**config.mk**
```make
export PLATFORM = sky130hd
export DESIGN_NAME = hd_serial_alu
export DESIGN_NICKNAME = d
export VERILOG_FILES = /design/src/rtl/hd_serial_pkg.sv /design/src/rtl/hd_digit_adder.sv /design/src/rtl/hd_serial_alu.sv
export SDC_FILE = /design/constraint.sdc
export NUM_CORES = 1
export LEC_CHECK = 0
export ABC_AREA = 0
export CORE_MARGIN = 2
export CORE_UTILIZATION = 25
export DETAILED_ROUTE_END_ITERATION = 12
export GPL_TIMING_DRIVEN = 0
export SETUP_SLACK_MARGIN = 0.3
export SYNTH_ARGS = -nofsm -noshare
export SYNTH_HDL_FRONTEND = slang
export SYNTH_SLANG_ARGS = --single-unit
```
**constraint.sdc**
```tcl
create_clock -name clk -period 2.4 [get_ports clk]
set_input_delay 0.24 -clock clk [delete_from_list [all_inputs] [get_ports clk]]
set_output_delay 0.24 -clock clk [all_outputs]
set_load 0.01 [all_outputs]
```
**src/rtl/hd_serial_pkg.sv**
```systemverilog
// Shared types and operand-preparation helper for the digit-serial Hacker's Delight ALU.
package hd_serial_pkg;

    // Widest operand the preparation helper handles; instances narrow it with width casts.
    localparam int unsigned HD_MAX_W = 64;

    typedef enum logic [1:0] {
        HD_ADD  = 2'b00,
        HD_SUB  = 2'b01,
        HD_AVGF = 2'b10,
        HD_MAXU = 2'b11
    } hd_op_e;

    typedef enum logic [1:0] {
        IDLE = 2'd0,
        RUN  = 2'd1,
        DONE = 2'd2
    } state_e;

    typedef logic [HD_MAX_W-1:0] hd_word_t;

    // Operand pair fed to the serial adder plus its carry-in.
    typedef struct packed {
        hd_word_t x;
        hd_word_t y;
        logic     c0;
    } hd_prep_t;

    // Map (op, a, b) onto a single add: x + y + c0.
    // SUB and MAXU both compute a + ~b + 1, whose carry-out means a >= b.
    // AVGF uses (a & b) + ((a ^ b) >> 1), which is floor((a + b) / 2) without overflow.
    function automatic hd_prep_t hd_prep(input hd_op_e op, input hd_word_t a, input hd_word_t b);
        hd_prep_t p;
        p.x  = a;
        p.y  = b;
        p.c0 = 1'b0;
        case (op)
            HD_ADD: begin
                p.x  = a;
                p.y  = b;
                p.c0 = 1'b0;
            end
            HD_SUB, HD_MAXU: begin
                p.x  = a;
                p.y  = ~b;
                p.c0 = 1'b1;
            end
            HD_AVGF: begin
                p.x  = a & b;
                p.y  = (a ^ b) >> 1;
                p.c0 = 1'b0;
            end
        endcase
        return p;
    endfunction

endpackage

```
**src/rtl/hd_digit_adder.sv**
```systemverilog
// Combinational DIGIT-bit adder slice with carry in/out; reused every RUN cycle.
module hd_digit_adder #(
    parameter int unsigned DIGIT = 2
) (
    input  logic [DIGIT-1:0] x,
    input  logic [DIGIT-1:0] y,
    input  logic             cin,
    output logic [DIGIT-1:0] sum,
    output logic             cout
);
    localparam int unsigned SW = DIGIT + 1;

    // One digit of the ripple sum; the extra bit is the carry-out.
    assign {cout, sum} = SW'(x) + SW'(y) + SW'(cin);

endmodule

```
**src/rtl/hd_serial_alu.sv**
```systemverilog
// Digit-serial add/sub/floor-average/unsigned-max unit with valid/ready on both sides.
// One operation occupies WIDTH/DIGIT RUN cycles, LSB digit first.
module hd_serial_alu
    import hd_serial_pkg::*;
#(
    parameter int unsigned WIDTH = 8,
    parameter int unsigned DIGIT = 2
) (
    input  logic             clk,
    input  logic             rst_n,
    input  logic             in_valid,
    output logic             in_ready,
    input  logic [1:0]       in_op,
    input  logic [WIDTH-1:0] in_a,
    input  logic [WIDTH-1:0] in_b,
    output logic             out_valid,
    input  logic             out_ready,
    output logic [WIDTH-1:0] out_res,
    output logic             out_carry
);
    localparam int unsigned N  = WIDTH / DIGIT;
    localparam int unsigned CW = $clog2(N + 1);

    // Reject digit sizes that do not tile the operand width.
    if ((DIGIT < 1) || (DIGIT > WIDTH) || ((WIDTH % DIGIT) != 0) || (WIDTH > HD_MAX_W)) begin : g_bad_params
        $error("hd_serial_alu: need 1 <= DIGIT <= WIDTH <= %0d and WIDTH a multiple of DIGIT", HD_MAX_W);
    end

    state_e           state_q;
    hd_op_e           op_q;
    logic [CW-1:0]    cnt_q;
    logic [WIDTH-1:0] a_q;
    logic [WIDTH-1:0] b_q;
    logic [WIDTH-1:0] x_q;
    logic [WIDTH-1:0] y_q;
    logic [WIDTH-1:0] res_q;
    logic [WIDTH-1:0] res_d;
    logic             carry_q;
    logic             out_valid_q;
    logic             out_carry_q;
    logic [WIDTH-1:0] out_res_q;
    hd_prep_t         prep_c;
    logic [DIGIT-1:0] sum_c;
    logic             cout_c;

    // Operand pair and carry-in for the beat currently on the input port.
    always_comb begin
        prep_c = hd_prep(hd_op_e'(in_op), HD_MAX_W'(in_a), HD_MAX_W'(in_b));
    end

    hd_digit_adder #(
        .DIGIT (DIGIT)
    ) u_digit_adder (
        .x    (x_q[DIGIT-1:0]),
        .y    (y_q[DIGIT-1:0]),
        .cin  (carry_q),
        .sum  (sum_c),
        .cout (cout_c)
    );

    // Result shift register: the new sum digit enters at the top, so after N steps
    // the first (least significant) digit has reached bit 0.
    always_comb begin
        res_d = (res_q >> DIGIT) | (WIDTH'(sum_c) << (WIDTH - DIGIT));
    end

    // Control FSM plus operand, carry and result registers.
    always_ff @(posedge clk) begin
        if (!rst_n) begin
            state_q     <= IDLE;
            op_q        <= HD_ADD;
            cnt_q       <= '0;
            a_q         <= '0;
            b_q         <= '0;
            x_q         <= '0;
            y_q         <= '0;
            res_q       <= '0;
            carry_q     <= 1'b0;
            out_valid_q <= 1'b0;
            out_res_q   <= '0;
            out_carry_q <= 1'b0;
        end else begin
            case (state_q)
                IDLE: begin
                    if (in_valid) begin
                        op_q    <= hd_op_e'(in_op);
                        a_q     <= in_a;
                        b_q     <= in_b;
                        x_q     <= WIDTH'(prep_c.x);
                        y_q     <= WIDTH'(prep_c.y);
                        carry_q <= prep_c.c0;
                        res_q   <= '0;
                        cnt_q   <= '0;
                        state_q <= RUN;
                    end
                end
                RUN: begin
                    x_q     <= x_q >> DIGIT;
                    y_q     <= y_q >> DIGIT;
                    carry_q <= cout_c;
                    res_q   <= res_d;
                    cnt_q   <= cnt_q + CW'(1);
                    if (cnt_q == CW'(N - 1)) begin
                        state_q     <= DONE;
                        out_valid_q <= 1'b1;
                        out_carry_q <= (op_q == HD_AVGF) ? 1'b0 : cout_c;
                        if (op_q == HD_MAXU) begin
                            out_res_q <= cout_c ? a_q : b_q;
                        end else begin
                            out_res_q <= res_d;
                        end
                    end
                end
                DONE: begin
                    if (out_ready) begin
                        out_valid_q <= 1'b0;
                        state_q     <= IDLE;
                    end
                end
                default: begin
                    state_q <= IDLE;
                end
            endcase
        end
    end

    assign in_ready  = (state_q == IDLE);
    assign out_valid = out_valid_q;
    assign out_res   = out_res_q;
    assign out_carry = out_carry_q;

endmodule

```
==> results.ini, run 1 <==
[yosys]
synth_largest_area_cell = dfxtp_1
synth.distinct_cells = 35
yosysWarnings = 0
synthFlopType = dfxtp_1
seq_area_frac_synth_pct = 40.47
synthTopCellsByCount = dfxtp_1 (56), nand2_1 (56), a21boi_0 (29)
synth_top_area_share_pct = 40.47
synth.net_count = 351
synthCells = 318
async_flop_share_pct = 0
synth_enable_flop_cells = 0
syn_avg_cell_area_um2 = 8.711
ys_ff_latch = 56
synth_area_um2 = 2770
netlist_top_cells_area = dfxtp_1 (40%), a21boi_0 (7.9%), nand2_1 (7.6%)

[setup_path]
required_ns = 2.62
criticalPathCategory = reg -> reg
setup.worst_path.start_class = register
arrival_ns = 2.15
worst-path-max-fanout = 10
cp-end-kind = register

[floorplan]
initial_utilization_pct = 25.55
die_y_um = 109.3
core_area_um2 = 10840
rows = 38
die_w_um = 109.3
dieArea_um2 = 11940
io_pins = 33

[global_route]
grt_max_degree = 18
track_usage_pct = 13.39
first_global_vias = 2284
grt_pass1_wl_um = 12050
grt.overflow.total = 0
antenna_found_initial = 0

[final_layout]
final-seq-area_um2 = 1121
drive_gt1_share_pct = 9.831
nets = 388
multi_input_area_um2 = 1475
nFillCells = 1155
diodes = 0
synthToLayoutAreaGrowth_pct = 21.91

[sta]
fin_skew_ns = 0.008953
report.final.slew_viol_count = 0
fmax_mhz = 520.3
fin_crit_ns = 1.922
finalCritPeriodShare_pct = 80.09
layout_setup_ws_ns = 0.4779
slew_headroom_pct = 60.81
setup_violations = 0
tns_ns = 0
hold_violations = 0
rsz0062_at_grt = false
max_slew.worst_pin.slew_ns = 0.5878

[clock_network]
clk_pin_slew_ns = 0.11
cts_max_level = 2
clock-sinks = 56
clock_latency_ns = 0.33
cts-root-buf = clkbuf_8
cts_inserted_buffers = 5
clockBufferDepth = 2
cts_tree = yes

[drt]
vias_per_cell = 4.756
dr_total_vias = 2359
avgRoutedWirePerCell_um = 15.36
first_pass_iters = 5
routed_wl_um = 7617
ant_nets = 0
drcViolationCount = 0
drtIter0Drc = 175

[outcome]
status = finished, final reports clean

[placed_design]
dp_hpwl_um = 5751
dpl_worst_slack_ns = 0.2981
place_congestion = 0.8228
io_buffer_count = 30

[power_and_ir_drop]
powerDensity_nw_per_um2 = 586.3
power_leakage_nw = 1.163
peakVddDrop_uv = 229.8

[flow_run]
maxCapViolations = 0

[hold_path]
hp-class = in -> reg

-- worst paths after layout --
kind / start / end / slack [ns] / depth (start not counted)
max: carry_q / out_res[7] / 0.48 / 9
min: rst_n / b_q[4] / 0.33 / 2
max reg2reg: carry_q / out_res[7] / 0.48 / 9
min reg2reg: out_carry / out_carry / 0.47 / 2
-- worst max-delay path: stages (launching register included) --
cell     delay [ns]
dfxtp_1        0.35
inv_1          0.08
fa_1           0.42
inv_1          0.08
fa_1           0.18
buf_6          0.18
mux2i_2        0.27
nand2_1        0.08
o21ai_0        0.09
o21ai_0        0.10
-- cell families (layout without fill, tap and decap cells) --
logic type / after synthesis / in the layout / share of synthesized area (%)
buffers and inverters: 36 / 74 / 6.414
DFF: 56 / 56 / 40.47
and+or+nand+nor: 108 / 108 / 18.20
muxes: 20 / 20 / 7.634
AOI/OAI and AO/OA: 87 / 87 / 21.77
adders and majority gates: 11 / 11 / 5.511
-- where the power goes --
part | leakage [nW] | internal (mW) | total, mW | switching, mW
Clock | 0.0614 | 0.342 | 0.673 | 0.331
Combinational | 0.645 | 0.138 | 0.310 | 0.172
Sequential | 0.457 | 0.972 | 0.997 | 0.0253
Total | 1.16 | 1.45 | 1.98 | 0.528
-- area by class of cell --
class                      instances  share of cell area [%]
inverter                          10                   1.112
buffer                            26                   4.335
tap                              140                   5.187
timing repair buffer              30                   8.892
multi-input combinational        226                   43.68
clock buffer                       6                   2.445
clock inverter                     2                   1.149
sequential                        56                   33.20
-- repair_timing --
item / CTS / global route
resized for setup: 1 / 2
hold buffers: 0 / 0
setup buffers: 0 / 0
endpoints found under the setup margin: 1 / 1
-- layer usage --
layer / wire (um) / global-route usage [%] / vias up
li1: - / - / 1179
met1: 3635 / 17.86 / 1111
met2: 3483 / 22.23 / 62
met3: 418 / 2.212 / 7
met4: 78 / 3.888 / 0
met5: 0 / 0 / -
-- state kept, by name, indices dropped and copies added, names as in the netlist --
register	flops
y_q	8
out_res	8
res_q	6
b_q	8
state_q	2
a_q	8
carry_q	1
out_valid	1
out_carry	1
x_q	8
cnt_q	3
op_q	2
-- placed cells by master, fill, tap and decap left out, types with 2 or more instances in the layout --
cell type / Yosys / layout
a211oi_1: 2 / 2
a21boi_0: 29 / 29
a21boi_1: 4 / 4
a21oi_1: 3 / 3
a21oi_2: 3 / 3
a222oi_1: 8 / 8
a22oi_1: 3 / 3
and2_1: 7 / 7
buf_2: 7 / 6
buf_6: 4 / 5
clkbuf_1: 14 / 14
clkbuf_8: 0 / 6
clkdlybuf4s50_1: 0 / 30
dfxtp_1: 56 / 56
fa_1: 2 / 2
ha_1: 9 / 9
inv_1: 10 / 10
mux2_2: 8 / 8
mux2i_1: 11 / 10
nand2_1: 56 / 56
nand3_1: 20 / 20
nor2_1: 6 / 6
nor2b_1: 13 / 13
nor3b_1: 2 / 2
o21ai_0: 24 / 24
o21ai_1: 6 / 6
-- through the flow --
stage / instances / hold WS, ns / utilization [%] / total power, mW / cell area [um^2]
global placement: 488 / 0.4512 / 29.94 / 1.317 / 3246
CTS: 496 / 0.3270 / 31.08 / 1.981 / 3369
global route: 496 / 0.3480 / 31.15 / 2.065 / 3377
finish: 496 / 0.3299 / 31.15 / 1.980 / 3377
floorplan: 318 / 0.3849 / - / 1.200 / 2770
detailed placement: 488 / 0.4597 / 29.94 / 1.324 / 3246
Note: power is estimated with default switching activity, not from simulation.
==> inputs of run 2 (changes only) <==
- clock period: 2.4 -> 1.9 ns (I/O delays scaled with it)
==> run 2 against run 1 <==
  * Sequential power rose by 26%
  * Critical path depth is the same
  * Via count is 1.9% higher
  * Combinational power grew 45%
  * Clock-buffer cell count down 1
  * Critical endpoint is now out_res[0]
  * Largest cell class unchanged
  * Largest power group unchanged
==> results.ini, run 2 (synthesis results as in run 1) <==
[floorplan]
core_area_um2 = 10840
die_w_um = 109.3
dieArea_um2 = 11940
initial_utilization_pct = 25.55
io_pins = 33
rows = 38
die_y_um = 109.3

[global_route]
first_global_vias = 2304
grt_pass1_wl_um = 12120
grt_util_met3_pct = 2.331
grt.overflow.total = 0
grt.met1_usage_pct = 16.93
track_usage_pct = 13.22
grt_use_met2_pct = 22.94
grt_max_degree = 19
top_usage_layer = met2
antenna_found_initial = 0

[setup_path]
criticalPathCategory = reg -> reg
worst-path-max-fanout = 5
arrival_ns = 2.03
required_ns = 2.12
r2r_slack_ns = 0.09
setup.worst_path.start_class = register
cp-end-kind = register

[power_and_ir_drop]
pwr-share-seq_pct = 52.6
powerDensity_nw_per_um2 = 667.3
peakVddDrop_uv = 307.8
power_leakage_nw = 1.306
combPwrFrac_pct = 18.8
clock_power_share_pct = 28.6
p_int_mw = 1.709
switching_share_pct = 28.81
switching_power_mw = 0.6916

[final_layout]
nets = 398
synthToLayoutAreaGrowth_pct = 29.86
fin_area_um2 = 3597
diodes = 0
final_cell_mix = nand2_1 (56), dfxtp_1 (52), a21boi_0 (27)
drive_gt1_share_pct = 18.31
final_common_cell = nand2_1

[clock_network]
clock_latency_ns = 0.32
cts_tree = yes
cts_inserted_buffers = 5
clk_pin_slew_ns = 0.11
cts-root-buf = clkbuf_8
clockBufferDepth = 2
cts-hold-fix-buffers = 0
clock-sinks = 56
cts_max_level = 2

[drt]
drcViolationCount = 0
avgRoutedWirePerCell_um = 15.53
ant_nets = 0
routed_wl_um = 7856
first_pass_iters = 4
drtIter0Drc = 154
dr_total_vias = 2403
vias_per_cell = 4.749

[sta]
hold_violations = 0
tns_ns = 0
rsz0062_at_grt = true
fin_crit_ns = 1.815
fin_skew_ns = 0.01221
setup_violations = 0
layout_setup_ws_ns = 0.08511
slew_headroom_pct = 62.62
max_slew.worst_pin.slew_ns = 0.5607
report.final.slew_viol_count = 0
fmax_mhz = 551.0
finalCritPeriodShare_pct = 95.52

[placed_design]
place_congestion = 0.8919
dpl_worst_slack_ns = -0.08160
io_buffer_count = 30
place_area_um2 = 3259
dp_hpwl_um = 5793

[hold_path]
hp-class = in -> reg

[flow_run]
maxCapViolations = 0

[outcome]
status = finished, final reports clean

[run 2: power groups by stage]
stage / clock, mW / sequential [mW] / combinational [mW]
floorplan: 0 / 1.28 / 0.244
global placement: 0 / 1.28 / 0.385
detailed placement: 0 / 1.29 / 0.392
CTS: 0.695 / 1.26 / 0.401
global route: 0.749 / 1.27 / 0.495
finish: 0.687 / 1.26 / 0.450
[run 2: final cells by class]
type                       count  area, um^2
fill                        1161        7243
multi-input combinational    226        1535
inverter                      10       37.54
timing repair buffer          40       447.9
clock buffer                   5       68.82
sequential                    56        1126
buffer                        26       185.2
clock inverter                 3       21.27
tap                          140       175.2
[run 2: worst max-delay path, stage by stage, from the launching register on]
cell	delay [ns]
dfxtp_2	0.35
inv_2	0.05
fa_2	0.37
inv_2	0.07
fa_2	0.26
buf_12	0.15
mux2i_1	0.21
nand2_1	0.09
o21ai_1	0.10
o21ai_1	0.07
[run 2: metrics by stage]
step	power [mW]	instances	hold slack [ns]	util, %
global route	2.514	506	0.2685	33.18
floorplan	1.522	318	0.3349	-
finish	2.401	506	0.2491	33.18
detailed placement	1.678	488	0.4577	30.07
CTS	2.357	497	0.3122	31.22
global placement	1.670	488	0.4505	30.07
[run 2: worst paths after layout]
kind,startpoint,endpoint,cells after the start
worst max-delay path,carry_q,out_res[0],9
worst min-delay path,in_a[5],a_q[5],3
worst max register to register,carry_q,out_res[0],9
worst min register to register,out_carry,out_carry,2
[run 2: timing repair]
action                     CTS  global route
gates resized for setup     13            37
gates cloned                 0             4
pin swaps                    0            14
buffers inserted             1             5
setup endpoints to repair   20            34
[run 2: metal layers]
metal | routed length [um] | vias up
li1 | - | 1196
met1 | 3591 | 1136
met2 | 3778 | 60
met3 | 374 | 11
met4 | 112 | 0
met5 | 0 | -
==> inputs of run 3 (changes only) <==
- GPL_ROUTABILITY_DRIVEN: default -> 0
==> results of run 3 <==
Same layout as run 2: the final DEF is identical, and so are final timing and power.
